<file path="config.mk">
export PLATFORM = sky130hd
export DESIGN_NAME = traffic_ctrl
export DESIGN_NICKNAME = d
export VERILOG_FILES = /design/src/rtl/traffic_pkg.sv /design/src/rtl/traffic_ctrl_phase_timer.sv /design/src/rtl/traffic_ctrl.sv
export SDC_FILE = /design/constraint.sdc
export NUM_CORES = 1
export LEC_CHECK = 0
export BUFFER_PORTS_ARGS = -buffer_cell sky130_fd_sc_hd__buf_2
export CAP_MARGIN = 20
export CORE_MARGIN = 3
export CORE_UTILIZATION = 55
export CTS_CLUSTER_DIAMETER = 120
export DETAILED_ROUTE_END_ITERATION = 7
export PLACE_DENSITY_LB_ADDON = 0.3
export SLEW_MARGIN = 20
export SYNTH_ARGS = -nofsm -noshare
export SYNTH_HDL_FRONTEND = slang
export SYNTH_SLANG_ARGS = --single-unit
</file>
<file path="constraint.sdc">
create_clock -name clk -period 6.1 [get_ports clk]
set_clock_uncertainty 0.1 [all_clocks]
set_input_delay 1.525 -clock clk [delete_from_list [all_inputs] [get_ports clk]]
set_output_delay 1.525 -clock clk [all_outputs]
set_load 0.02 [all_outputs]
</file>
<file path="src/rtl/traffic_pkg.sv">
// Shared types for the intersection controller: state encoding
// and the lamp bundle driven by the output decode.
package traffic_pkg;

    typedef enum logic [2:0] {
        NS_GREEN  = 3'd0,
        NS_YELLOW = 3'd1,
        ALLRED_A  = 3'd2,
        EW_GREEN  = 3'd3,
        EW_YELLOW = 3'd4,
        ALLRED_B  = 3'd5,
        PED_WALK  = 3'd6,
        FLASH     = 3'd7
    } state_t;

    typedef struct packed {
        logic ns_g;
        logic ns_y;
        logic ns_r;
        logic ew_g;
        logic ew_y;
        logic ew_r;
        logic walk;
    } lamps_t;

endpackage

</file>
<file path="src/rtl/traffic_ctrl_phase_timer.sv">
// Tick counter for the timed phases; expire marks the last tick
// of the selected duration and the counter wraps to zero there.
module phase_timer #(
    parameter int CNT_W = 4
) (
    input  logic             clk,
    input  logic             rst,
    input  logic             tick,
    input  logic             clear,
    input  logic [CNT_W:0]   dur,
    output logic             expire
);

    logic [CNT_W-1:0] cnt;
    logic [CNT_W:0]   dur_m1;

    assign dur_m1 = dur - (CNT_W+1)'(1);
    assign expire = tick && (cnt == dur_m1[CNT_W-1:0]);

    always_ff @(posedge clk) begin
        if (!rst) begin
            cnt <= '0;
        end else if (clear) begin
            cnt <= '0;
        end else if (tick) begin
            cnt <= expire ? '0 : cnt + CNT_W'(1);
        end
    end

endmodule

</file>
<file path="src/rtl/traffic_ctrl.sv">
// Four-way intersection controller: NS/EW phases with all-red
// clearance, latched pedestrian walk phase and night flashing.
module traffic_ctrl
    import traffic_pkg::*;
#(
    parameter int NS_G_TIME   = 5,
    parameter int NS_Y_TIME   = 2,
    parameter int EW_G_TIME   = 5,
    parameter int EW_Y_TIME   = 2,
    parameter int ALLRED_TIME = 1,
    parameter int PED_TIME    = 4,
    parameter int CNT_W       = 4
) (
    input  logic       clk,
    input  logic       rst,
    input  logic       tick,
    input  logic       ped_req,
    input  logic       flash_en,
    output logic       ns_g,
    output logic       ns_y,
    output logic       ns_r,
    output logic       ew_g,
    output logic       ew_y,
    output logic       ew_r,
    output logic       walk,
    output logic       ped_pending,
    output logic [2:0] state_o
);

    localparam int MAX_DUR = 2 ** CNT_W;

    if (NS_G_TIME > MAX_DUR || NS_Y_TIME > MAX_DUR ||
        EW_G_TIME > MAX_DUR || EW_Y_TIME > MAX_DUR ||
        ALLRED_TIME > MAX_DUR || PED_TIME > MAX_DUR) begin : g_dur_chk
        $error("traffic_ctrl: a duration exceeds the CNT_W range");
    end

    state_t         state;
    state_t         nxt;
    logic           expire;
    logic           blink;
    logic [CNT_W:0] dur;
    lamps_t         lamps;

    always_comb begin
        dur = (CNT_W+1)'(1);
        unique case (state)
            NS_GREEN:  dur = (CNT_W+1)'(NS_G_TIME);
            NS_YELLOW: dur = (CNT_W+1)'(NS_Y_TIME);
            ALLRED_A:  dur = (CNT_W+1)'(ALLRED_TIME);
            EW_GREEN:  dur = (CNT_W+1)'(EW_G_TIME);
            EW_YELLOW: dur = (CNT_W+1)'(EW_Y_TIME);
            ALLRED_B:  dur = (CNT_W+1)'(ALLRED_TIME);
            PED_WALK:  dur = (CNT_W+1)'(PED_TIME);
            FLASH:     dur = (CNT_W+1)'(1);
        endcase
    end

    // Held clear through FLASH so ALLRED_B starts from zero on exit.
    phase_timer #(.CNT_W(CNT_W)) u_timer (
        .clk    (clk),
        .rst    (rst),
        .tick   (tick),
        .clear  (state == FLASH),
        .dur    (dur),
        .expire (expire)
    );

    always_ff @(posedge clk) begin
        if (!rst) begin
            state <= NS_GREEN;
        end else begin
            state <= nxt;
        end
    end

    always_comb begin
        nxt = state;
        unique case (state)
            NS_GREEN:  if (expire) nxt = NS_YELLOW;
            NS_YELLOW: if (expire) nxt = ALLRED_A;
            ALLRED_A:  if (expire) nxt = flash_en ? FLASH : EW_GREEN;
            EW_GREEN:  if (expire) nxt = EW_YELLOW;
            EW_YELLOW: if (expire) nxt = ALLRED_B;
            ALLRED_B: begin
                if (expire) begin
                    if (flash_en)         nxt = FLASH;
                    else if (ped_pending) nxt = PED_WALK;
                    else                  nxt = NS_GREEN;
                end
            end
            PED_WALK:  if (expire) nxt = NS_GREEN;
            FLASH:     if (tick && !flash_en) nxt = ALLRED_B;
        endcase
    end

    always_ff @(posedge clk) begin
        if (!rst) begin
            ped_pending <= 1'b0;
        end else if (nxt == PED_WALK) begin
            ped_pending <= 1'b0;
        end else if (ped_req && state != PED_WALK) begin
            ped_pending <= 1'b1;
        end
    end

    always_ff @(posedge clk) begin
        if (!rst) begin
            blink <= 1'b0;
        end else if (state == FLASH && tick) begin
            blink <= ~blink;
        end
    end

    always_comb begin
        lamps = '0;
        unique case (state)
            NS_GREEN:  begin lamps.ns_g = 1'b1; lamps.ew_r = 1'b1; end
            NS_YELLOW: begin lamps.ns_y = 1'b1; lamps.ew_r = 1'b1; end
            ALLRED_A:  begin lamps.ns_r = 1'b1; lamps.ew_r = 1'b1; end
            EW_GREEN:  begin lamps.ew_g = 1'b1; lamps.ns_r = 1'b1; end
            EW_YELLOW: begin lamps.ew_y = 1'b1; lamps.ns_r = 1'b1; end
            ALLRED_B:  begin lamps.ns_r = 1'b1; lamps.ew_r = 1'b1; end
            PED_WALK: begin
                lamps.ns_r = 1'b1;
                lamps.ew_r = 1'b1;
                lamps.walk = 1'b1;
            end
            FLASH:     begin lamps.ns_y = blink; lamps.ew_r = blink; end
        endcase
    end

    assign ns_g    = lamps.ns_g;
    assign ns_y    = lamps.ns_y;
    assign ns_r    = lamps.ns_r;
    assign ew_g    = lamps.ew_g;
    assign ew_y    = lamps.ew_y;
    assign ew_r    = lamps.ew_r;
    assign walk    = lamps.walk;
    assign state_o = state;

endmodule

</file>
==> metrics.md <==
| Metric | Value |
|---|---|
| CP startpoint | `state_o[2]$_SDFF_PN0_` |
| Status | `completed` |
| Synth area leader | `dfxtp_1` |
| Max-cap violation count | `0` |
| Critical Path RT | `4470 ps` |
| Final setup violating endpoints | `0` |
| Max_slew headroom | `36.93%` |
| Post-synthesis cell area | `879.6 µm²` |
| Yosys cell types | `41` |
| Worst EP arrival | `1600 ps` |
| Leakage | `0.4501 nW` |
| Combinational power share | `16.8%` |
| Num CTS Buffers | `3` |
| Die W | `45.99 µm` |
| Routed length on met1 | `770 µm` |
| Pwr Density | `171.2 nW/µm²` |
| Peak supply drop | `0.1087 mV` |
| Worst-case reg-to-reg path depth | `10` |
| GRT Total Usage | `18.23%` |
| Met3 wire len | `93 µm` |
| Top sig layer | `met4` |
| Reg2Reg Launch Point | `dur[0]$_DFF_P_` |
| H-tree levels | `1` |
| Reg area | `240.2 µm²` |
| Initial drt markers | `26` |
| Hold Path Class | `flip-flop to flip-flop` |
| Yosys Warn Count | `0` |
| Port Buffers | `15` |
| Place WS | `2638 ps` |
| Met2 WL | `774 µm` |
| Avg WL per Cell | `12.53 µm` |
| CORE AREA | `1399 µm²` |
| Hold Path Depth | `2` |
| Mapped Nets | `120` |
| Predominant post-synthesis flop cell | `dfxtp_1` |
| Min Tclk post-route | `3224 ps` |
| Cell count after synthesis | `109` |
| Crit. path cell count | `3` |
| Net switching power | `0.00004655 W` |
| Flops & latches, synth | `12` |
| Worst-path clk slew | `70 ps` |
| Tot Pwr | `0.0001637 W` |
| TritonCTS clock tree | `yes` |
| CTS root buf | `clkbuf_4` |
| Clock share of power | `30.1%` |
| Period utilization | `52.85%` |
| Sequential area share after synthesis | `27.31%` |
| Post-CTS Setup Bufs | `0` |
| CP max FO | `19` |
| Least-Margin Pin Slew | `940.4 ps` |
| Post-synth EDFFs | `0` |
| Layout cells sized above 1 | `22.69%` |
| Vias in the first global route | `661` |
| DRT antenna net count | `0` |
| Die ar. | `2115 µm²` |
| Multi-input combinational cell area | `573.1 µm²` |
| CTS Hold Bufs | `0` |
| Largest buffer count on any clock path | `2` |
| Fillers | `118` |
| Seq pwr share | `53.0%` |
| First-pass GRT wire length | `2794 µm` |
| Rows | `13` |
| Post-synth top area share | `27.31%` |
| Fin. max-slew vios | `0` |
| DRC viols | `0` |
| Worst-skew pair later-pin latency | `270 ps` |
| RSZ-0062 raised after global routing | `false` |
| Post-cts sizing count | `0` |
| Worst setup SP type | `flip-flop` |
| Synth async-reset ratio | `0%` |
| Via Count | `789` |
| Worst path slowest cell | `dfxtp_1` |
| Hold Vio Cnt, Final | `0` |
| Synth-to-Final Area Change | `8.677%` |
| Internal power | `0.0001171 W` |
| Post-DP HPWL | `1272 µm` |
| Largest net degree at the start of global routing | `20` |
| Syn Area/Cell | `8.070 µm²` |
| Die span in y | `45.99 µm` |
| Ant. Diodes | `0` |
| Critical path's top delay family | `flip-flops` |
| Initial Utilization | `62.88%` |
| Setup WS post-layout | `2876 ps` |
| # IOs | `16` |
| Final nets | `132` |
| Final WL | `1679 µm` |
| Largest stage delay on the critical path | `680 ps` |
| Fmax | `310.2 MHz` |
| DRT Pass-1 Iters | `4` |
| Gpl congestion | `0.8155` |
| Setup CP Type | `flip-flop to output port` |
| Congestion Overflow GR | `0` |
| Via/cell ratio | `5.888` |
| Ranking of synthesized cells by area | `dfxtp_1, ha_1, xor2_1` |
| CP Capture Type | `output port` |
| TritonCTS Sinks | `12` |
| Hold path startpoint | `u_timer.cnt[1]$_SDFFE_PP0P_` |
| Setup TNS | `0 ps` |
| Antenna violations before repair | `0` |
| Sw frac | `28.45%` |
| CP Buf/Inv Count | `1` |
| CP Cell Sequence | `nand2b_1 > nor2_1 > buf_2` |
-- through the flow --
stage          util (%)  hold WS [ps]  instances  cell area, µm²
4_1_cts           68.34         427.1        134           955.9
2_1_floorplan         -         383.3        109           879.6
6_report          68.34         422.0        134           955.9
3_3_place_gp      66.73         403.4        131           933.4
3_5_place_dp      66.73         415.4        131           933.4
5_1_grt           68.34         450.8        134           955.9
-- sequential cells by signal (all words and copies together) (netlist names) --
| name | count |
|---|---|
| state_o | 3 |
| ped_pending | 1 |
| blink | 1 |
| dur | 3 |
| u_timer.cnt | 4 |
-- cell families after synthesis --
kind of cell	synth area share, %
xor+xnor	6.970
fa+ha+maj	8.535
mux	4.552
compound gates	20.06
flops	27.31
buf+inv	7.540
simple gates	25.04
-- layout by cell type (no fill, tap or decap), drive strengths merged, types with 3 or more instances in the layout --
cell type  count
nand2          5
xor2           6
a21oi          7
ha             6
nor2           9
dfxtp         12
nand3          5
o21ai          8
inv            7
buf           15
nand2b         4
clkbuf         3
nor2b          3
-- layout make-up --
cell class,count,area share (%)
clock buffer,3,2.356
inverter,7,2.749
multi-input combinational,82,59.95
sequential,12,25.13
tap,15,1.963
timing repair buffer,15,7.853
-- cells in the mapped netlist, types with 3 or more instances --
cell type,instances
o21ai_0,6
dfxtp_1,12
inv_1,5
nand2b_1,4
ha_1,6
nor2b_1,3
nand2_1,5
nor2_1,8
a21oi_1,6
nand3_1,5
clkbuf_1,5
xor2_1,6
-- routing by layer --
metal	up-vias	global-route usage (%)
li1	407	-
met5	-	0
met2	23	27.75
met4	0	8.523
met3	4	3.953
met1	355	24.07
-- path summary, 6_finish.rpt --
| path | endpoint | slack, ps |
|---|---|---|
| setup / recovery | walk | 2880 |
| hold / removal | u_timer.cnt[1]$_SDFFE_PP0P_ | 420 |
| hold reg to reg | u_timer.cnt[1]$_SDFFE_PP0P_ | 420 |
| setup reg to reg | dur[2]$_DFF_P_ | 2990 |
-- worst min-delay path, cell delays in order, from the launching register on --
cell	delay, ps
dfxtp_1	350
nand2b_1	80
a21oi_1	50
-- power by group through the flow --
| stage | logic (W) | clock network (W) | registers, W |
|---|---|---|---|
| 6_report | 0.0000275 | 0.0000493 | 0.0000868 |
| 4_1_cts | 0.0000278 | 0.0000509 | 0.0000868 |
| 3_5_place_dp | 0.0000276 | 0 | 0.0000887 |
| 5_1_grt | 0.0000315 | 0.0000552 | 0.0000874 |
| 3_3_place_gp | 0.0000270 | 0 | 0.0000885 |
| 2_1_floorplan | 0.0000221 | 0 | 0.0000882 |
Power figures use the tool's default switching activity.
